===== config.mk =====
export PLATFORM = sky130hd
export DESIGN_NAME = chain_cipher_stream
export DESIGN_NICKNAME = d
export VERILOG_FILES = /design/src/rtl/cipher_pkg.sv /design/src/rtl/chain_history.sv /design/src/rtl/chain_cipher_stream.sv
export SDC_FILE = /design/constraint.sdc
export NUM_CORES = 1
export LEC_CHECK = 0
export ABC_CLOCK_PERIOD_IN_PS = 5490
export CORE_UTILIZATION = 50
export DETAILED_ROUTE_END_ITERATION = 16
export GPL_ROUTABILITY_DRIVEN = 1
export GPL_TIMING_DRIVEN = 0
export HOLD_SLACK_MARGIN = 0.1
export PLACE_DENSITY = 0.72
export SYNTH_ARGS = -nofsm -noshare
export SYNTH_HDL_FRONTEND = slang
export SYNTH_SLANG_ARGS = --single-unit

===== constraint.sdc =====
create_clock -name clk -period 5.49 [get_ports clk]
set_clock_uncertainty 0.2 [all_clocks]
set_input_delay 1.098 -clock clk [delete_from_list [all_inputs] [get_ports clk]]
set_output_delay 1.098 -clock clk [all_outputs]
set_load 0.05 [all_outputs]

===== src/rtl/cipher_pkg.sv =====
// Shared types for the chained-XOR stream cipher tile.
package cipher_pkg;

  // Engine state: IDLE until the first seed arrives, then RUN forever (until rst).
  typedef enum logic {ST_IDLE, ST_RUN} cs_state_e;

  // Per-beat direction of the input word.
  typedef enum logic {MODE_ENC, MODE_DEC} cs_mode_e;

endpackage


===== src/rtl/chain_history.sv =====
// Ciphertext history: newest-first shift register with fill count, overflow
// flag and a combinational readback that can recover the plaintext of an
// entry by XORing it with its predecessor (older entry or the seed).
module chain_history
  import cipher_pkg::*;
#(
  parameter int DATA_W = 8,
  parameter int DEPTH  = 8,
  parameter int IDX_W  = $clog2(DEPTH)
) (
  input  logic              clk,
  input  logic              rst,
  input  logic              clear,
  input  logic              push,
  input  logic [DATA_W-1:0] push_data,
  input  logic [DATA_W-1:0] seed_value,
  input  logic [IDX_W-1:0]  rd_idx,
  input  logic              rd_sel,
  output logic [IDX_W:0]    count,
  output logic              wrapped,
  output logic [DATA_W-1:0] rd_data,
  output logic              rd_lost
);

  localparam logic [IDX_W:0] FULL_COUNT = (IDX_W + 1)'(DEPTH);

  logic [DATA_W-1:0] hist_reg  [DEPTH];
  logic [DATA_W-1:0] hist_next [DEPTH];
  logic [IDX_W:0]    count_reg;
  logic              wrapped_reg;

  // Slot 0 takes the new word; every other slot takes its younger neighbour.
  genvar gi;
  generate
    for (gi = 0; gi < DEPTH; gi++) begin : g_slot
      if (gi == 0) begin : g_head
        assign hist_next[gi] = push_data;
      end else begin : g_tail
        assign hist_next[gi] = hist_reg[gi-1];
      end
    end
  endgenerate

  // History storage: cleared on seed, shifted on every pushed word.
  always_ff @(posedge clk or posedge rst) begin
    if (rst) begin
      for (int i = 0; i < DEPTH; i++) hist_reg[i] <= '0;
    end else if (clear) begin
      for (int i = 0; i < DEPTH; i++) hist_reg[i] <= '0;
    end else if (push) begin
      for (int i = 0; i < DEPTH; i++) hist_reg[i] <= hist_next[i];
    end
  end

  // Fill level saturates at DEPTH; pushing into a full history loses the oldest.
  always_ff @(posedge clk or posedge rst) begin
    if (rst) begin
      count_reg   <= '0;
      wrapped_reg <= 1'b0;
    end else if (clear) begin
      count_reg   <= '0;
      wrapped_reg <= 1'b0;
    end else if (push) begin
      if (count_reg == FULL_COUNT) wrapped_reg <= 1'b1;
      else                         count_reg   <= count_reg + 1'b1;
    end
  end

  assign count   = count_reg;
  assign wrapped = wrapped_reg;

  logic [IDX_W:0]   idx_ext;
  logic [IDX_W:0]   idx_next_ext;
  logic [IDX_W-1:0] idx_next;

  assign idx_ext      = {1'b0, rd_idx};
  assign idx_next_ext = idx_ext + {{IDX_W{1'b0}}, 1'b1};
  // Only used when idx_next_ext < count, so truncation never aliases.
  assign idx_next     = idx_next_ext[IDX_W-1:0];

  // Readback: the oldest entry's predecessor is the seed until anything is dropped.
  always_comb begin
    rd_data = '0;
    rd_lost = 1'b0;
    if (idx_ext >= count_reg) begin
      rd_lost = 1'b1;
    end else if (!rd_sel) begin
      rd_data = hist_reg[rd_idx];
    end else if (idx_next_ext < count_reg) begin
      rd_data = hist_reg[rd_idx] ^ hist_reg[idx_next];
    end else if (!wrapped_reg) begin
      rd_data = hist_reg[rd_idx] ^ seed_value;
    end else begin
      rd_lost = 1'b1;
    end
  end

endmodule


===== src/rtl/chain_cipher_stream.sv =====
// Chained-XOR stream cipher engine: each word is combined with the previous
// ciphertext (seed for the first), results leave through a one-deep output
// register with valid/ready, and a history block keeps recent ciphertext.
module chain_cipher_stream
  import cipher_pkg::*;
#(
  parameter int DATA_W = 8,
  parameter int DEPTH  = 8,
  parameter int IDX_W  = $clog2(DEPTH)
) (
  input  logic              clk,
  input  logic              rst,
  input  logic              seed_load,
  input  logic [DATA_W-1:0] seed,
  input  logic              mode,
  input  logic              in_valid,
  output logic              in_ready,
  input  logic [DATA_W-1:0] in_data,
  output logic              out_valid,
  input  logic              out_ready,
  output logic [DATA_W-1:0] out_data,
  output logic [IDX_W:0]    count,
  output logic              wrapped,
  input  logic [IDX_W-1:0]  rd_idx,
  input  logic              rd_sel,
  output logic [DATA_W-1:0] rd_data,
  output logic              rd_lost
);

  cs_state_e         state_reg;
  logic [DATA_W-1:0] chain_reg;
  logic [DATA_W-1:0] seed_reg;
  logic              out_valid_reg;
  logic [DATA_W-1:0] out_data_reg;

  cs_mode_e          beat_mode;
  logic              accept;
  logic [DATA_W-1:0] cipher_word;
  logic [DATA_W-1:0] result_word;

  // A stalled output blocks input so the held word is never overwritten;
  // a seed load in the same cycle wins over any offered word.
  assign in_ready = (state_reg == ST_RUN) && !seed_load && (!out_valid_reg || out_ready);
  assign accept   = in_valid && in_ready;

  assign beat_mode   = cs_mode_e'(mode);
  // The chain always advances on ciphertext, whichever direction the beat runs.
  assign cipher_word = (beat_mode == MODE_ENC) ? (in_data ^ chain_reg) : in_data;
  assign result_word = (beat_mode == MODE_ENC) ? cipher_word : (in_data ^ chain_reg);

  // Control FSM, chain register and output register updated together.
  always_ff @(posedge clk or posedge rst) begin
    if (rst) begin
      state_reg     <= ST_IDLE;
      chain_reg     <= '0;
      seed_reg      <= '0;
      out_valid_reg <= 1'b0;
      out_data_reg  <= '0;
    end else if (seed_load) begin
      state_reg     <= ST_RUN;
      chain_reg     <= seed;
      seed_reg      <= seed;
      out_valid_reg <= 1'b0;
    end else if (accept) begin
      chain_reg     <= cipher_word;
      out_data_reg  <= result_word;
      out_valid_reg <= 1'b1;
    end else if (out_valid_reg && out_ready) begin
      out_valid_reg <= 1'b0;
    end
  end

  assign out_valid = out_valid_reg;
  assign out_data  = out_data_reg;

  chain_history #(
    .DATA_W (DATA_W),
    .DEPTH  (DEPTH),
    .IDX_W  (IDX_W)
  ) u_history (
    .clk        (clk),
    .rst        (rst),
    .clear      (seed_load),
    .push       (accept),
    .push_data  (cipher_word),
    .seed_value (seed_reg),
    .rd_idx     (rd_idx),
    .rd_sel     (rd_sel),
    .count      (count),
    .wrapped    (wrapped),
    .rd_data    (rd_data),
    .rd_lost    (rd_lost)
  );

endmodule


Yosys cells after proc, flatten, opt, wreduce, memory -nomap -nowiden. Index checks and enable logic that the tools add are counted.

Bits of input ports: 26. Output and inout bits: 24. Flip-flop bits (word level): 95. Logic and storage cells: 71.

Eq/ne operators: 2. Magnitude comparators: 4. Reductions and logical operators: 13. Bitwise gates (word level): 6. Muxes and demuxes: 29. Add/subtract/negate cells: 2.

Operators with widths (number): $mux 64 (2); $mux 8 (12); $bmux 8 s3 (2); $xor 8x8->8 (3); $mux 4 (3); $mux 1 (10); $ge 4x4->1 const B (2); $not 3->4 (2); $reduce_and 2->1 (3); $add 3x1->4 const B (1); $add 4x1->4 const B (1); $eq 4x4->1 const B (1); $ge 3x4->1 (1); $logic_and 1x1->1 (4); $lt 4x4->1 (1); $reduce_bool 2->1 (2); $reduce_bool 3->1 (1); $logic_not 1->1 (2); $ne 2x2->1 const B (1); $logic_or 1x1->1 (1); $not 1->1 (1).

Longest topological paths before layout.
Depth in word-level cells: 9. Depth in mapped cells: 9. Depth with buffers taken out: 7.

By module. Synthesis repeated with hierarchy kept, for this count alone.

Cells, all modules: 513. Area total of the unflattened synthesis: 5719.2 µm².

Modules (own cells, without submodules): chain_history (sequential area each 1726.7 µm², instances 1, area an instance 4459.3 µm², cells each 395); chain_cipher_stream (sequential area each 650.6 µm², instances 1, area an instance 1260.0 µm², cells each 118).

Worst setup path before layout. No wires, ideal clock.

Kind: input -> output. Start: input port rd_idx[0]. End: output port rd_data[3]. Buffers on the path: 3. Stages: 9. Data required time: 4192 ps. Data arrival time: 3550 ps. Setup slack: 642 ps. Path through: buf_6 buf_2 and3_1 ha_1 o211ai_1 a21oi_4 clkbuf_1 nand3b_1 a31oi_1.

Longest elaborated chain between the ends: 9. Elaborated cells on any way between the ends: 17.

RTL lines: start: declaration (RTL line chain_cipher_stream.sv:24) `input logic [IDX_W-1:0] rd_idx,`; $add 3x1->4 or $not 3->4 (tied branches); $not 3->4 (not written as such) or $bmux 8 s3 (tied branches) (RTL line chain_history.sv:90, chain_history.sv:88, chain_history.sv:92); $bmux 8 s3 or $mux 8 (tied branches) (RTL line chain_history.sv:90, chain_history.sv:88, chain_history.sv:92); $mux 8 (on tied branches) (RTL line chain_history.sv:90, chain_history.sv:88, chain_history.sv:92); $mux 8 (not written as such) or $xor 8x8->8 (tied branches) (RTL line chain_history.sv:90, chain_history.sv:92); $xor 8x8->8 or $mux 8 (tied branches) (RTL line chain_history.sv:90, chain_history.sv:91); $mux 8 (RTL line chain_history.sv:89) `end else if (idx_next_ext < count_reg) begin`; $mux 8 (RTL line chain_history.sv:87) `end else if (!rd_sel) begin`; $mux 8 (*) (RTL line chain_history.sv:85) `if (idx_ext >= count_reg) begin`; end: declaration (RTL line chain_cipher_stream.sv:26) `output logic [DATA_W-1:0] rd_data,`.

Every way passes the cells marked *; elsewhere a longest branch is shown, timed or not. The select of a mux whose other input is x is not followed.

Worst setup path in the final report. Ends and elaborated chain as after synthesis.

==> summary.md <==
| Metric | Value |
|---|---|
| Status | `finished clean` |
| Finish-stage setup viols | `0` |
| Ys flop type | `dfrtp_1` |
| Grt ovf | `0` |
| P_sw | `0.557 mW` |
| Starting Density | `52.3%` |
| Vias | `4762` |
| Critical path arrival | `4010 ps` |
| Post-DP HPWL | `11300 um` |
| Min-delay worst type | `reg2reg` |
| Placed cells | `767` |
| Top post-synthesis cells by area | `dfrtp_1, mux4_2, nand2b_1` |
| Setup TNS Final | `0 ps` |
| Hold Fails Final Rpt | `0` |
| Num rows | `38` |
| Total GRT Usage | `28.3%` |
| CP startpoint kind | `input pin` |
| Die area | `12000 sq um` |
| Power per standard cell area | `roughly 260 nW/um^2` |
| Mapped cell area | `approximately 5800 sq um` |
| RSZ-0062 raised after global routing | `no` |
| Number of nets with antenna violations after routing | `0` |
| FILL cells | `939` |
| First-pass GRT wire length | `24900 um` |
| MaxCap Viol Count | `0` |
| Clk network pwr share | `33.9%` |
| Peak VDD IR | `0.000138 V` |
| Area grow syn2layout | `16.3%` |
| Final Cycle Share | `96.6%` |
| Synth area leader | `dfrtp_1` |
| Asr flop ratio synth | `100%` |
| Tmin final | `5310 ps` |
| Clock sink count | `95` |
| IO Pins | `50` |
| Final WL | `15800 um` |
| Crit Path Max Fanout | `10` |
| Total CTS buffers | `9` |
| Post-CTS setup buffers | `0` |
| Slew margin rel. | `about half` |
| Most frequent cell after synthesis | `dfrtp_1` |
| DR iter-0 viols | `403` |
| H-Tree Depth | `3` |
| CP Class | `in2out` |
| ANT cells | `0` |
| Port buffer count | `47` |
| Avg WL per Cell | `~20 um` |
| Later-pin clock latency in the skew report | `350 ps` |
| CTS tree | `done` |
| Yosys warns | `0` |
| Distinct cells, synth | `43` |
| Sequential power share | `between 40% and 50%` |
| Post-synth EDFFs | `0` |
| Yosys reg bits | `95` |
| Syn Nets | `615` |
| Vias in the first global route | `4688` |
| Seq/Total Area, Yosys | `41.2%` |
| Share of cells above drive strength 1 | `12.9%` |
| Final Non-Filler Cells | `between 700 and 800` |
| Die height | `109 um` |
| Synthesized instance count | `579` |
| Final Max Tran Viols | `0` |
| Syn_area_per_cell | `around 10 sq um` |
| Max clock buf depth | `2` |
| Clk slew on worst S/H paths | `approximately 60 ps` |
| Post-synth top cells | `dfrtp_1, nand2_1, nand2b_1` |
| Core Region | `about 11000 sq um` |
| Initial antenna violation count | `0` |
| Chip Width | `approximately 110 um` |
| Via density | `a little over 6` |
| Worst-margin pin slew | `about 770 ps` |
| Power Internal | `1.21 mW` |
| CP endpoint kind | `output pin` |
| RePlAce Congestion | `0.886` |
| Max reg flops | `between 50 and 60` |
| Drt pass-1 iters | `5` |
| Leak | `around 2.7 nW` |
| Switching Fraction | `a little under a third` |
| Largest net degree at the start of global routing | `49` |
| WP data required | `4190 ps` |
| DRC Markers | `0` |
| # nets final | `674` |
| Comb pwr share | `approximately 22%` |
| F_max | `189 MHz` |
| Root buf cell | `clkbuf_16` |
| Synth top area share | `41.2%` |
[per-layer routing]
metal | GRT usage, % | part of all wire [%] | vias to the layer above
met2 | 45.5 | 48 | 194
li1 | - | - | 2146
met3 | 6.11 | 6.9 | 47
met4 | 12.0 | 3.2 | 0
met5 | 0 | 0 | -
met1 | 37.2 | 42 | 2375
[worst paths after layout]
kind / start / cells past startpoint / slack, ps / to
max in group asynchronous: rst / 3 / 3440 / out_data[4]
min reg2reg: out_data[6] / 2 / 280 / out_data[6]
min: out_data[6] / 2 / 280 / out_data[6]
max: rd_idx[0] / 11 / 180 / rd_data[3]
max reg2reg: out_valid / 6 / 3180 / u_history.hist_next[23]
min in group asynchronous: rst / 2 / 980 / u_history.count[3]
[layout make-up]
type                    count  area, sq um  share of cell area [%]
plain buffers              42          219                    3.26
clock buffers              12          246                    3.67
clock inverters             4         31.3                   0.466
inverters                  15         58.8                   0.876
multi-input cells         427         3130                    46.6
flip-flops and latches     95         2380                    35.4
well taps                 140          175                    2.61
repair buffers             48          477                    7.10
[placed cells by master (no fill, tap or decap), types with 9 or more instances in the layout]
cell type / Yosys / layout
o21ai_1: 48 / 48
ha_1: 10 / 10
dfrtp_1: 95 / 95
inv_1: 14 / 13
nand3_1: 16 / 16
nand3b_1: 16 / 16
a21oi_1: 19 / 18
buf_2: 9 / 13
clkdlybuf4s50_1: 0 / 39
nor2_1: 14 / 13
o21ai_0: 35 / 35
xnor2_1: 9 / 9
nand2_1: 84 / 84
xor2_1: 15 / 15
clkbuf_16: 0 / 9
mux4_2: 23 / 23
clkbuf_1: 25 / 26
nand2b_1: 58 / 58
mux2i_1: 30 / 30
[through the flow]
stage | worst slack [ps] | cell area (sq um) | util (%) | power (mW) | hold slack [ps]
after floorplan | 642 | 5770 | - | 1.04 | 267
after global placement | -329 | 6420 | 58.2 | 1.16 | 265
after detailed placement | -410 | 6450 | 58.4 | 1.18 | 273
after CTS | 24.6 | 6730 | 61.0 | 1.77 | 288
after global routing | 14.2 | 6710 | 60.9 | 1.83 | 317
final | 185 | 6710 | 60.9 | 1.76 | 281
[power groups by stage]
stage | Sequential [mW] | Clock (mW) | Combinational, mW
floorplan | 0.832 | 0 | 0.211
global placement | 0.784 | 0 | 0.381
detailed placement | 0.786 | 0 | 0.391
CTS | 0.773 | 0.602 | 0.392
global route | 0.778 | 0.631 | 0.422
finish | 0.774 | 0.598 | 0.392
[kinds of logic after synthesis]
group	synth area share (%)
AO/OA/AOI/OAI	10.9
XOR/XNOR	4.12
adder cells (fa/ha/maj)	2.17
buffers and inverters	4.70
flip-flops	41.2
multiplexers	18.2
AND/OR/NAND/NOR	18.7
[critical path, stage by stage]
cell             delay [ps]
clkdlybuf4s50_1         520
buf_6                   220
clkbuf_4                230
and3_1                  190
ha_1                    300
o211ai_1                180
a21oi_4                 320
clkbuf_2                270
nand3b_1                100
a31oi_1                 180
clkdlybuf4s15_2         390
[what timing repair did]
| action | CTS | global route |
|---|---|---|
| pin swaps | 0 | 0 |
| hold buffers | 0 | 0 |
| gates resized for setup | 31 | 15 |
| setup endpoints to repair | 8 | 9 |
| cloned | 0 | 0 |
Power figures use the tool's default switching activity.
